## config.mk

```make
export PLATFORM = sky130hd
export DESIGN_NAME = register_file_arbiter_flat
export DESIGN_NICKNAME = d
export VERILOG_FILES = /design/src/rtl/system_controller_pkg.sv /design/src/rtl/register_file_arbiter_if.sv /design/src/rtl/round_robin_select_2.sv /design/src/rtl/register_file_arbiter.sv /design/src/flat_wrapper.sv
export SDC_FILE = /design/constraint.sdc
export NUM_CORES = 1
export LEC_CHECK = 0
export BUFFER_PORTS_ARGS = -buffer_cell sky130_fd_sc_hd__buf_2
export CAP_MARGIN = 25
export CORE_MARGIN = 4
export CORE_UTILIZATION = 47
export CTS_CLUSTER_SIZE = 12
export DETAILED_ROUTE_END_ITERATION = 7
export PLACE_DENSITY = 0.79
export RECOVER_POWER = 100
export SYNTH_ARGS = -nofsm -noshare
export SYNTH_HDL_FRONTEND = slang
export SYNTH_SLANG_ARGS = --single-unit
```

## constraint.sdc

```tcl
create_clock -name clk -period 2 [get_ports clk]
set_input_delay 0.4 -clock clk [delete_from_list [all_inputs] [get_ports clk]]
set_output_delay 0.4 -clock clk [all_outputs]
set_load 0.05 [all_outputs]
```

## src/rtl/system_controller_pkg.sv

```systemverilog
// Shared definitions for the register-file arbiter: FSM state encoding and
// the requester index constants used for grant and response routing.
package system_controller_pkg;

  typedef enum logic [1:0] {
    IDLE      = 2'd0,
    ISSUE     = 2'd1,
    WAIT_READ = 2'd2,
    RESPOND   = 2'd3
  } arb_state_t;

  // Requester 0 is the UART command path, requester 1 the config/boot loader.
  localparam logic REQ_UART = 1'b0;
  localparam logic REQ_CFG  = 1'b1;

endpackage

```

## src/rtl/register_file_arbiter_if.sv

```systemverilog
// Bundle of the two requester channels and the register-file port.
// The arbiter uses the slave view; requesters and the register file
// together form the master side.
interface register_file_arbiter_if #(
  parameter int DATA_WIDTH          = 8,
  parameter int REGISTER_FILE_DEPTH = 16
);

  localparam int AW = $clog2(REGISTER_FILE_DEPTH);

  logic                  req_0;
  logic                  req_1;
  logic                  write_enable_0;
  logic                  write_enable_1;
  logic [AW-1:0]         address_0;
  logic [AW-1:0]         address_1;
  logic [DATA_WIDTH-1:0] write_data_0;
  logic [DATA_WIDTH-1:0] write_data_1;
  logic                  grant_0;
  logic                  grant_1;
  logic                  read_data_valid_0;
  logic                  read_data_valid_1;
  logic [DATA_WIDTH-1:0] read_data_0;
  logic [DATA_WIDTH-1:0] read_data_1;
  logic                  read_error_0;
  logic                  read_error_1;
  logic [AW-1:0]         register_file_address;
  logic                  register_file_write_enable;
  logic [DATA_WIDTH-1:0] register_file_write_data;
  logic                  register_file_read_enable;
  logic                  register_file_read_data_valid;
  logic [DATA_WIDTH-1:0] register_file_read_data;

  modport master (
    output req_0, req_1, write_enable_0, write_enable_1,
           address_0, address_1, write_data_0, write_data_1,
           register_file_read_data_valid, register_file_read_data,
    input  grant_0, grant_1, read_data_valid_0, read_data_valid_1,
           read_data_0, read_data_1, read_error_0, read_error_1,
           register_file_address, register_file_write_enable,
           register_file_write_data, register_file_read_enable
  );

  modport slave (
    input  req_0, req_1, write_enable_0, write_enable_1,
           address_0, address_1, write_data_0, write_data_1,
           register_file_read_data_valid, register_file_read_data,
    output grant_0, grant_1, read_data_valid_0, read_data_valid_1,
           read_data_0, read_data_1, read_error_0, read_error_1,
           register_file_address, register_file_write_enable,
           register_file_write_data, register_file_read_enable
  );

endinterface

```

## src/rtl/round_robin_select_2.sv

```systemverilog
// Two-way round-robin chooser. Purely combinational: the caller owns the
// last_grant history and decides when a selection is actually taken.
module round_robin_select_2
  import system_controller_pkg::*;
(
  input  logic req_0,
  input  logic req_1,
  input  logic last_grant,
  output logic grant_valid,
  output logic grant_index
);

  // A lone requester always wins; on contention the one not served last wins.
  always_comb begin
    grant_valid = req_0 | req_1;
    grant_index = REQ_UART;
    if (req_0 && req_1) begin
      grant_index = ~last_grant;
    end else if (req_1) begin
      grant_index = REQ_CFG;
    end
  end

endmodule

```

## src/rtl/register_file_arbiter.sv

```systemverilog
// Shares the single register-file port between the UART command path and
// the config/boot loader. One access is in flight at a time; reads are
// tracked until data (or a timeout) returns and routed to their issuer.
module register_file_arbiter
  import system_controller_pkg::*;
#(
  parameter int DATA_WIDTH          = 8,
  parameter int REGISTER_FILE_DEPTH = 16,
  parameter int READ_TIMEOUT        = 16
) (
  input  logic clk,
  input  logic reset,
  register_file_arbiter_if.slave bus
);

  localparam int AW = $clog2(REGISTER_FILE_DEPTH);
  localparam int CW = $clog2(READ_TIMEOUT);
  localparam logic [CW-1:0] TIMEOUT_LAST = CW'(READ_TIMEOUT - 1);

  arb_state_t            state;
  logic                  last_grant;
  logic                  sel;
  logic                  lat_we;
  logic [CW-1:0]         timeout_count;

  logic                  grant_valid;
  logic                  grant_index;
  logic                  accept;
  logic                  sel_we;
  logic [AW-1:0]         sel_addr;
  logic [DATA_WIDTH-1:0] sel_wdata;
  logic                  read_done;
  logic [DATA_WIDTH-1:0] resp_data;
  logic                  resp_error;

  round_robin_select_2 u_select (
    .req_0       (bus.req_0),
    .req_1       (bus.req_1),
    .last_grant  (last_grant),
    .grant_valid (grant_valid),
    .grant_index (grant_index)
  );

  // Grants are Mealy outputs: visible in the same IDLE cycle the request is seen,
  // and forced low while reset is held.
  always_comb begin
    accept      = reset && (state == IDLE) && grant_valid;
    bus.grant_0 = accept && (grant_index == REQ_UART);
    bus.grant_1 = accept && (grant_index == REQ_CFG);
  end

  // Mux the winning requester's command and form the read-completion result.
  always_comb begin
    sel_we     = (grant_index == REQ_CFG) ? bus.write_enable_1 : bus.write_enable_0;
    sel_addr   = (grant_index == REQ_CFG) ? bus.address_1      : bus.address_0;
    sel_wdata  = (grant_index == REQ_CFG) ? bus.write_data_1   : bus.write_data_0;
    read_done  = bus.register_file_read_data_valid || (timeout_count == TIMEOUT_LAST);
    resp_data  = bus.register_file_read_data_valid ? bus.register_file_read_data : '0;
    resp_error = !bus.register_file_read_data_valid;
  end

  // Main sequencer. The register-file outputs are loaded on the accepting edge,
  // so they double as the latched command during ISSUE; all strobes and
  // response flags default back to zero every cycle so they stay single pulses.
  always_ff @(posedge clk or negedge reset) begin
    if (!reset) begin
      state                          <= IDLE;
      last_grant                     <= REQ_CFG;
      sel                            <= REQ_UART;
      lat_we                         <= 1'b0;
      timeout_count                  <= '0;
      bus.register_file_address      <= '0;
      bus.register_file_write_enable <= 1'b0;
      bus.register_file_write_data   <= '0;
      bus.register_file_read_enable  <= 1'b0;
      bus.read_data_valid_0          <= 1'b0;
      bus.read_data_valid_1          <= 1'b0;
      bus.read_data_0                <= '0;
      bus.read_data_1                <= '0;
      bus.read_error_0               <= 1'b0;
      bus.read_error_1               <= 1'b0;
    end else begin
      bus.register_file_address      <= '0;
      bus.register_file_write_enable <= 1'b0;
      bus.register_file_write_data   <= '0;
      bus.register_file_read_enable  <= 1'b0;
      bus.read_data_valid_0          <= 1'b0;
      bus.read_data_valid_1          <= 1'b0;
      bus.read_error_0               <= 1'b0;
      bus.read_error_1               <= 1'b0;

      case (state)
        IDLE: begin
          if (grant_valid) begin
            sel                            <= grant_index;
            last_grant                     <= grant_index;
            lat_we                         <= sel_we;
            bus.register_file_address      <= sel_addr;
            bus.register_file_write_data   <= sel_wdata;
            bus.register_file_write_enable <= sel_we;
            bus.register_file_read_enable  <= !sel_we;
            state                          <= ISSUE;
          end
        end

        ISSUE: begin
          if (lat_we) begin
            state <= IDLE;
          end else begin
            timeout_count <= '0;
            state         <= WAIT_READ;
          end
        end

        WAIT_READ: begin
          timeout_count <= timeout_count + CW'(1);
          if (read_done) begin
            if (sel == REQ_CFG) begin
              bus.read_data_valid_1 <= 1'b1;
              bus.read_data_1       <= resp_data;
              bus.read_error_1      <= resp_error;
            end else begin
              bus.read_data_valid_0 <= 1'b1;
              bus.read_data_0       <= resp_data;
              bus.read_error_0      <= resp_error;
            end
            state <= RESPOND;
          end
        end

        RESPOND: begin
          state <= IDLE;
        end

        default: begin
          state <= IDLE;
        end
      endcase
    end
  end

endmodule

```

## src/flat_wrapper.sv

```systemverilog
// flat-port wrapper written by rule: the top's interface ports become plain ports
module register_file_arbiter_flat import system_controller_pkg::*;
#(
  parameter int DATA_WIDTH          = 8,
  parameter int REGISTER_FILE_DEPTH = 16,
  parameter int READ_TIMEOUT        = 16
)
  (clk, reset, bus_req_0, bus_req_1, bus_write_enable_0, bus_write_enable_1, bus_address_0, bus_address_1, bus_write_data_0, bus_write_data_1, bus_register_file_read_data_valid, bus_register_file_read_data, bus_grant_0, bus_grant_1, bus_read_data_valid_0, bus_read_data_valid_1, bus_read_data_0, bus_read_data_1, bus_read_error_0, bus_read_error_1, bus_register_file_address, bus_register_file_write_enable, bus_register_file_write_data, bus_register_file_read_enable);
  register_file_arbiter_if #(.DATA_WIDTH(DATA_WIDTH), .REGISTER_FILE_DEPTH(REGISTER_FILE_DEPTH)) bus_i ();
  input  logic clk;
  input  logic reset;
  input wire logic [$bits(bus_i.req_0)-1:0] bus_req_0;
  input wire logic [$bits(bus_i.req_1)-1:0] bus_req_1;
  input wire logic [$bits(bus_i.write_enable_0)-1:0] bus_write_enable_0;
  input wire logic [$bits(bus_i.write_enable_1)-1:0] bus_write_enable_1;
  input wire logic [$bits(bus_i.address_0)-1:0] bus_address_0;
  input wire logic [$bits(bus_i.address_1)-1:0] bus_address_1;
  input wire logic [$bits(bus_i.write_data_0)-1:0] bus_write_data_0;
  input wire logic [$bits(bus_i.write_data_1)-1:0] bus_write_data_1;
  input wire logic [$bits(bus_i.register_file_read_data_valid)-1:0] bus_register_file_read_data_valid;
  input wire logic [$bits(bus_i.register_file_read_data)-1:0] bus_register_file_read_data;
  output wire logic [$bits(bus_i.grant_0)-1:0] bus_grant_0;
  output wire logic [$bits(bus_i.grant_1)-1:0] bus_grant_1;
  output wire logic [$bits(bus_i.read_data_valid_0)-1:0] bus_read_data_valid_0;
  output wire logic [$bits(bus_i.read_data_valid_1)-1:0] bus_read_data_valid_1;
  output wire logic [$bits(bus_i.read_data_0)-1:0] bus_read_data_0;
  output wire logic [$bits(bus_i.read_data_1)-1:0] bus_read_data_1;
  output wire logic [$bits(bus_i.read_error_0)-1:0] bus_read_error_0;
  output wire logic [$bits(bus_i.read_error_1)-1:0] bus_read_error_1;
  output wire logic [$bits(bus_i.register_file_address)-1:0] bus_register_file_address;
  output wire logic [$bits(bus_i.register_file_write_enable)-1:0] bus_register_file_write_enable;
  output wire logic [$bits(bus_i.register_file_write_data)-1:0] bus_register_file_write_data;
  output wire logic [$bits(bus_i.register_file_read_enable)-1:0] bus_register_file_read_enable;
  assign bus_i.req_0 = bus_req_0;
  assign bus_i.req_1 = bus_req_1;
  assign bus_i.write_enable_0 = bus_write_enable_0;
  assign bus_i.write_enable_1 = bus_write_enable_1;
  assign bus_i.address_0 = bus_address_0;
  assign bus_i.address_1 = bus_address_1;
  assign bus_i.write_data_0 = bus_write_data_0;
  assign bus_i.write_data_1 = bus_write_data_1;
  assign bus_i.register_file_read_data_valid = bus_register_file_read_data_valid;
  assign bus_i.register_file_read_data = bus_register_file_read_data;
  assign bus_grant_0 = bus_i.grant_0;
  assign bus_grant_1 = bus_i.grant_1;
  assign bus_read_data_valid_0 = bus_i.read_data_valid_0;
  assign bus_read_data_valid_1 = bus_i.read_data_valid_1;
  assign bus_read_data_0 = bus_i.read_data_0;
  assign bus_read_data_1 = bus_i.read_data_1;
  assign bus_read_error_0 = bus_i.read_error_0;
  assign bus_read_error_1 = bus_i.read_error_1;
  assign bus_register_file_address = bus_i.register_file_address;
  assign bus_register_file_write_enable = bus_i.register_file_write_enable;
  assign bus_register_file_write_data = bus_i.register_file_write_data;
  assign bus_register_file_read_enable = bus_i.register_file_read_enable;
  register_file_arbiter #(.DATA_WIDTH(DATA_WIDTH), .REGISTER_FILE_DEPTH(REGISTER_FILE_DEPTH), .READ_TIMEOUT(READ_TIMEOUT)) u_core (.clk(clk), .reset(reset), .bus(bus_i));
endmodule
```

# Yosys cells after proc, flatten, opt, wreduce, memory -nomap -nowiden
# Index checks and enable logic that the tools add are counted.
# W data, S select, Z words.
[totals]
in_bits = 39
word_cells = 74
out_inout_bits = 36
ff_bits = 43
[op_classes]
add_sub_neg = 1
eq_ne = 7
bitwise_logic = 4
n_reduce_logical = 15
mux = 32
[op_table]
columns = ["operator", "count"]
rows = [
  ["$mux W8", 4],
  ["$mux W1", 19],
  ["$mux W4", 4],
  ["$pmux W2 S4", 1],
  ["$pmux W4 S2", 1],
  ["$mux W2", 3],
  ["$reduce_and A2 Y1", 3],
  ["$reduce_and A3 Y1", 2],
  ["$logic_and A1 B1 Y1", 5],
  ["$add A4 B1 Y4 const B", 1],
  ["$eq A2 B2 Y1 const B", 2],
  ["$eq A4 B4 Y1 const B", 1],
  ["$ne A2 B1 Y1 const B", 2],
  ["$not A1 Y1", 3],
  ["$eq A2 B1 Y1 const B", 1],
  ["$logic_not A1 Y1", 2],
  ["$logic_not A2 Y1", 1],
  ["$ne A2 B2 Y1 const B", 1],
  ["$reduce_bool A2 Y1", 1],
  ["$logic_or A1 B1 Y1", 1],
  ["$or A1 B1 Y1", 1],
]

# Depth between registers and ports, before layout
# Gate-level depths: netlist (run 1).
[logic_depth]
word_depth = 6
ltp_mapped = 5
ltp_nobuf = 4

# By module
# From an unflattened synthesis (run 1), not the netlist that was laid out.
[hier_totals]
cells_unflattened = 145
hier_area_um2 = 1769.2
[modules_own_cells]
columns = ["mod", "instances", "area_per_inst_um2", "seq_area_each_um2", "cells_per_inst"]
rows = [
  ["register_file_arbiter", 1, 1755.4, 1077.3, 143],
  ["round_robin_select_2", 1, 13.8, 0.0, 2],
]

# Least setup slack after synthesis (run 1)
# OpenSTA, ideal clock, no wires.
[synth_path]
path_kind = "reg2out"
startpoint = "reg u_core.state[0]"
endpoint = "out bus_grant_0"
setup_slack_ps = -161
t_required_ps = 1600
stages_incl_launch_ff = 6
arrival_time_ps = 1761
n_path_buf = 2
path_cell_list = "dfrtp_1 -> buf_2 -> nor2_1 -> o21ai_2 -> buf_2 -> nor2_1"
[synth_via]
elab_chain_len = 4
[synth_lines]
columns = ["element", "line_no", "text"]
rows = [
  ["from (decl)", "register_file_arbiter.sv:20", "arb_state_t state;"],
  ["from (signal assigned)", "register_file_arbiter.sv:67", "state <= IDLE;"],
  ["from (signal assigned)", "register_file_arbiter.sv:102", "state <= ISSUE;"],
  ["from (signal assigned)", "register_file_arbiter.sv:108", "state <= IDLE;"],
  ["$logic_not A2 Y1", "register_file_arbiter.sv:47", "accept = reset && (state == IDLE) && grant_valid;"],
  ["$logic_and A1 B1 Y1 (2 in a row)", "register_file_arbiter.sv:47", ""],
  ["$logic_and A1 B1 Y1", "register_file_arbiter.sv:48", "bus.grant_0 = accept && (grant_index == REQ_UART);"],
  ["to (decl)", "flat_wrapper.sv:22", "output wire logic [$bits(bus_i.grant_0)-1:0] bus_grant_0;"],
]
# Every way passes these cells.

# Worst setup path after layout (run 1)
[layout_path]
startpoint = "in reset"
endpoint = "out bus_grant_1"
[layout_via]
elab_chain_len = 3
[layout_lines]
columns = ["element", "line_no", "text"]
rows = [
  ["from (decl)", "flat_wrapper.sv:11", "input logic reset;"],
  ["$logic_and A1 B1 Y1 (2 in a row)", "register_file_arbiter.sv:47", ""],
  ["$logic_and A1 B1 Y1", "register_file_arbiter.sv:49", "bus.grant_1 = accept && (grant_index == REQ_CFG);"],
  ["to (decl)", "flat_wrapper.sv:23", "output wire logic [$bits(bus_i.grant_1)-1:0] bus_grant_1;"],
]
# Every way passes these cells.

==> results of run 1 <==
==> worst register-to-register path: cells and delay by family, from the launching register on <==
kind / cells / cell delay (ns)
AO/OA/AOI/OAI: 2 / 0.51
adder cells (fa/ha/maj): 1 / 0.25
flip-flops: 1 / 0.42
AND/OR/NAND/NOR: 1 / 0.47
==> cell type report <==
type | instances | area, µm² | area share, %
clock inverters | 3 | 20.0 | 0.889
inverters | 3 | 11.3 | 0.500
multi-input cells | 103 | 624 | 27.7
flip-flops and latches | 43 | 1080 | 47.8
clock buffers | 5 | 68.8 | 3.06
repair buffers | 83 | 393 | 17.4
well taps | 46 | 57.6 | 2.56
==> cells by family (layout without fill, tap and decap cells) <==
kind of cell             Yosys count  in the layout  synth area share [%]
AO/OA/AOI/OAI                     48             48                  19.4
adder cells (fa/ha/maj)            1              1                 0.712
buffers and inverters             12             94                  3.06
flip-flops                        43             43                  61.3
multiplexers                       2              2                  1.14
AND/OR/NAND/NOR                   52             52                  14.3
==> what timing repair did <==
| item | in CTS | in global routing |
|---|---|---|
| endpoints found under the hold margin | 4 | 0 |
| hold buffers | 1 | 0 |
| endpoints found under the setup margin | 0 | 2 |
| buffers inserted | 0 | 0 |
| gates resized for setup | 0 | 2 |
==> power breakdown <==
part / switching (µW) / leakage [µW] / internal [µW]
Sequential: 189 / 0.000556 / 1180
Combinational: 1350 / 0.000505 / 453
Clock: 293 / 0.0000402 / 243
==> per-layer routing <==
metal / track usage [%] / share of wire [%]
met2: 28.7 / 47
met1: 23.1 / 43
met3: 9.30 / 9.2
met4: 3.25 / 0.58
met5: 0 / 0
==> metrics by stage <==
stage	hold WS (ns)	cell area [µm²]	cells
floorplan	0.104	1760	158
global placement	0.243	2200	277
detailed placement	0.244	2200	277
CTS	0.292	2300	286
global route	0.280	2250	286
finish	0.287	2250	286
==> worst min-delay path by stage <==
stage	endpoint	slack [ns]
3_5_place_dp	u_core.bus.register_file_write_data[7]	0.24
4_1_cts	u_core.last_grant	0.29
6_report	u_core.last_grant	0.29
5_1_grt	u_core.last_grant	0.28
3_3_place_gp	u_core.bus.register_file_write_data[7]	0.24
2_1_floorplan	async pin	0.10
==> cell usage in the layout (no fill, tap or decap) <==
cell type and n:
clkbuf_1 36, ha_1 1, nor2b_1 2, inv_1 3, nor4b_1 1, nand2_1 35, dfrtp_1 42, buf_2 38
a22o_1 1, o2bb2ai_1 8, nor2_2 1, a221oi_1 1, dlygate4sd3_1 1, or2_0 1, a21oi_1 17, clkinvlp_4 2
and3_1 2, nor2_1 5, a21bo_2 1, nand2b_1 2, dfstp_2 1, nand3b_4 1, clkbuf_2 1, a21boi_0 1
a32o_1 9, a31oi_1 2, clkbuf_8 5, o22ai_1 1, clkinv_2 1, mux2i_1 2, buf_4 5, nor3b_4 1
a31o_2 1, clkbuf_4 2, o21ai_0 6, nor4_1 1
==> state kept, by name, indices dropped and copies added (netlist names), named ones only <==
signal                                 cells
u_core.sel                                 1
u_core.bus.register_file_write_enable      1
u_core.bus.register_file_read_enable       1
u_core.bus.read_data_0                     8
u_core.bus.read_data_1                     8
u_core.bus.register_file_write_data        8
u_core.bus.read_error_0                    1
u_core.bus.register_file_address           4
u_core.bus.read_data_valid_1               1
u_core.timeout_count                       4
u_core.state                               1
u_core.last_grant                          1
u_core.bus.read_error_1                    1
u_core.lat_we                              1
u_core.bus.read_data_valid_0               1
==> flow_summary.yaml, run 1 <==
synthesis:
  synth_area_leaders: "dfrtp_1 (60%), nand2_1 (7.5%), a32o_1 (5.1%)"
  synth_most_common_cell: "dfrtp_1"
  ys_warn_count: 0
  avgSynthCellArea_um2: 11.1
  syn_nets: 198
  yosysSeqAreaShare_pct: 61.3
  synth_flop_cell: "dfrtp_1"
  synth_edf_count: 0
  synth_top_area_share_pct: 59.8
  netlist_area_um2: 1760
  synthTopCellsByCount: "dfrtp_1 (42), nand2_1 (35), a21oi_1 (17)"
  ys_ff_latch: 43
  yosysTopAreaCell: "dfrtp_1"
  ys_types: 29
  syn_inst: 158
  async_flop_share_pct: 100
placed_design:
  io_buffers: 74
  place_congestion: 0.784
  pre_cts_ws_ns: 0.397
  dp_hpwl_mm: 3.13
setup_path:
  path_cells: "dlygate4sd3_1 -> buf_2 -> and3_1 -> clkbuf_4"
  path_delay_family: "buffers and inverters"
  cp_num_cells: 4
  start_kind: "input pin"
  critPathBufInv: 3
  rr_endpoint: "u_core.bus.read_data_1[2]"
  timing.reg2reg.setup_slack_ns: 0.29
  critical_path_required_ns: 1.60
  r2r-start: "u_core.timeout_count[0]"
  slowest_stage: "dlygate4sd3_1"
  crit_arrival_ns: 1.53
  slowest_delay_ns: 0.52
  critical_path_class: "in2out"
  worst-path-max-fanout: 7
  worst_setup_path_end_kind: "primary output"
  cp-endpoint: "bus_grant_1"
  rr_worst_depth: 4
  startpoint: "reset"
sta:
  max_slew_margin_pct: 38.1
  report.final.slew_viol_count: 0
  setup_slack_ns: 0.0695
  setup_violations: 0
  hold_viol: 0
  fin_setup_tns_ns: 0
  fmax_ghz: 0.518
  post-route-period-util_pct: 96.5
  skew_ns: 0.00598
  tightest_slew_ns: 0.928
  rsz0062_at_grt: "false"
  period_minus_slack_ns: 1.93
floorplanning:
  pin_count: 75
  die_h_um: 69.1
  fp.coreArea_um2: 3470
  die-area_um2: 4780
  row_count: 21
  initial_utilization_pct: 50.6
  dieWidth_um: 69.1
worst_hold_path:
  hold_class: "in2reg"
  min_delay_path_depth: 2
  worstHoldStart: "bus_req_0"
finish:
  fin_nets: 279
  fin_util_pct: 64.9
  areaGrowthSynthToFinish_pct: 28.2
  layout-drive-gt1-share_pct: 25.0
  antennaDiodeCount: 0
  fillers: 314
global_routing:
  grt_pass1_wl_mm: 7.14
  grt.total_usage_pct: 18.3
  grt_max_degree: 40
  grt_pass1_vias: 1494
  grt_overflow: 0
  antenna_found_initial: 0
clock_tree:
  clkTransAtPathRegs_ns: 0.07
  clock_latency_ns: 0.30
  cts_tree: "done"
  htree_levels: 2
  cts-root-buf: "clkbuf_8"
  cts.sinks: 43
  clk_path_buf_depth: 2
  cts_buffers: 5
routing:
  drcViolationCount: 0
  drt-pass1-iter-count: 5
  drtAntennaViolNets: 0
  finalWirelength_mm: 4.17
  viasPerCell: 5.23
  drtIter0Drc: 122
  wire_per_inst_um: 14.6
  num_vias: 1497
power:
  cellPowerDensity_nw_per_um2: 1650
  p_leak_uw: 0.00110
  ir_drop_mv: 0.804
  finalPower_uw: 3710
outcome:
  status: "finished, final reports clean"
flow_run:
  drv_cap: 0
No activity file was read; power rests on OpenSTA's default activity.
==> run 2, diff against run 1 <==
--- a/config.mk
+++ b/config.mk
@@ -7,7 +7,6 @@
 export LEC_CHECK = 0
 export BUFFER_PORTS_ARGS = -buffer_cell sky130_fd_sc_hd__buf_2
 export CAP_MARGIN = 25
-export CORE_MARGIN = 4
 export CORE_UTILIZATION = 47
 export CTS_CLUSTER_SIZE = 12
 export DETAILED_ROUTE_END_ITERATION = 7
==> constraint.sdc (replaced) <==
create_clock -name clk -period 2.1 [get_ports clk]
set_input_delay 0.42 -clock clk [delete_from_list [all_inputs] [get_ports clk]]
set_output_delay 0.42 -clock clk [all_outputs]
set_load 0.05 [all_outputs]
==> run 2 against run 1 <==
Final cell count shrank 1.0%. Combinational power fell by 8%. Critical path type is now reg2out. Sequential share of layout area rose by 1.1 points. Worst setup slack improved by 0.069 ns. Global-route usage up 3.0 points. Sequential power shrank 4%. Via count rose by 0.73%. Clock skew down 0.0018 ns. Wire length shrank 5.6%.
==> flow_summary.yaml, run 2 (synthesized netlist as in run 1, its figures left out) <==
finish:
  layout-drive-gt1-share_pct: 23.6
  mostFrequentLayoutCell: "dfrtp_1"
  fin_nets: 276
  top_regs: "u_core.bus.read_data_0 x8, u_core.bus.read_data_1 x8, u_core.bus.register_file_write_data x8"
  areaGrowthSynthToFinish_pct: 25.2
  final_cell_mix: "dfrtp_1 (42), clkbuf_1 (38), buf_2 (37)"
  stdcell_count: 283
  regArea_um2: 1080
  fin_util_pct: 63.4
  fillers: 321
  antennaDiodeCount: 0
  multi_input_area_um2: 607
floorplanning:
  dieWidth_um: 63.1
  row_count: 21
  die-area_um2: 3990
  fp.coreArea_um2: 3470
  initial_utilization_pct: 50.6
  die_h_um: 63.1
  pin_count: 75
placed_design:
  dp_cells: 275
  dp_hpwl_mm: 2.88
  io_buffers: 74
  place_congestion: 0.799
setup_path:
  worst-path-max-fanout: 10
  slowest_stage: "dfrtp_1"
  crit_arrival_ns: 1.54
  critical_path_class: "reg2out"
  rr_worst_depth: 4
  crit_top_cell: "nor2_2"
  worst_setup_path_end_kind: "primary output"
  path_cells: "nor2_2 -> o21ai_2 -> nor2_2 -> clkbuf_2"
  timing.reg2reg.setup_slack_ns: 0.18
  start_kind: "register"
  critical_path_required_ns: 1.68
  slowest_delay_ns: 0.49
outcome:
  status: "finished, final reports clean"
clock_tree:
  cts_buffers: 5
  cts_tree: "done"
  clock_latency_ns: 0.29
  htree_levels: 2
  cts-root-buf: "clkbuf_8"
  clk_path_buf_depth: 2
  clkTransAtPathRegs_ns: 0.08
  cts.sinks: 43
global_routing:
  grt_pass1_vias: 1407
  grt_max_degree: 44
  grt.total_usage_pct: 21.3
  grt_pass1_wl_mm: 6.48
  grt_overflow: 0
  antenna_found_initial: 0
sta:
  rsz0062_at_grt: "false"
  max_slew_margin_pct: 32.2
  setup_violations: 0
  period_minus_slack_ns: 1.96
  skew_ns: 0.00421
  tightest_slew_ns: 1.02
  report.final.slew_viol_count: 0
  fmax_ghz: 0.510
  post-route-period-util_pct: 93.4
  hold_viol: 0
  fin_setup_tns_ns: 0
worst_hold_path:
  min_delay_path_depth: 2
  hold_class: "in2reg"
routing:
  drcViolationCount: 0
  drt-pass1-iter-count: 4
  drtAntennaViolNets: 0
  drtIter0Drc: 114
  wire_per_inst_um: 13.9
  finalWirelength_mm: 3.93
  viasPerCell: 5.33
  num_vias: 1508
power:
  p_leak_uw: 0.00106
  finalPower_uw: 3480
  cellPowerDensity_nw_per_um2: 1580
  ir_drop_mv: 0.986
flow_run:
  drv_cap: 0
[run 2: cell types whose count changed in the layout (fill, tap and decap cells not counted), moves of 2 or more]
| cell | previous run | this run |
|---|---|---|
| clkbuf_1 | 36 | 38 |
| buf_4 | 5 | 3 |
| clkbuf_2 | 1 | 3 |
| clkbuf_4 | 2 | 0 |
[run 2: worst paths after layout]
check / start / end
setup / recovery: u_core.state[0] / bus_grant_0
hold / removal: bus_req_0 / u_core.last_grant
setup reg to reg: register / u_core.bus.read_data_1[3]
hold reg to reg: u_core.bus.read_data_1[6] / u_core.bus.read_data_1[6]
max in group asynchronous: reset / u_core.bus.register_file_address[3]
min in group asynchronous: reset / u_core.bus.register_file_read_enable
[run 2: critical path, delay by kind of cell, from the launching register on]
kind | cells | cell delay (ns)
DFF | 1 | 0.49
and+or+nand+nor | 2 | 0.38
buffers and inverters | 1 | 0.28
AOI/OAI and AO/OA | 1 | 0.10
[run 2: report_power, final]
part           switching (µW)  internal, µW
Clock                     268           232
Combinational            1260           401
Sequential                193          1130
[run 2: routing by layer]
| layer | global-route usage [%] | wire length, µm | share of wire [%] | up-vias |
|---|---|---|---|---|
| met5 | 0 | 0 | 0 | - |
| met4 | 8.72 | 56 | 1.4 | 0 |
| li1 | - | - | - | 713 |
| met2 | 34.9 | 1860 | 47 | 58 |
| met1 | 27.3 | 1760 | 45 | 730 |
| met3 | 4.53 | 255 | 6.5 | 7 |
[run 2: cell type report]
class / count / area share [%]
Timing Repair Buffer: 80 / 16.4
Multi-Input combinational cell: 103 / 27.6
Tap cell: 46 / 2.62
Inverter: 3 / 0.512
Clock inverter: 2 / 0.569
Clock buffer: 6 / 3.30
Sequential cell: 43 / 49.0
[run 2: stage by stage]
step | setup slack (ns) | instance area [µm²] | hold WS, ns
after floorplan | 0.142 | 1760 | 0.124
after global placement | 0.419 | 2190 | 0.467
after detailed placement | 0.355 | 2190 | 0.469
after CTS | 0.0253 | 2270 | 0.244
after global routing | 0.0269 | 2200 | 0.331
final | 0.138 | 2200 | 0.331
[run 2: what timing repair did]
action                                  4_1_cts  5_1_grt
endpoints found under the setup margin        0        2
buffers inserted                              0        0
resized for setup                             0        1
hold buffers                                  0        0
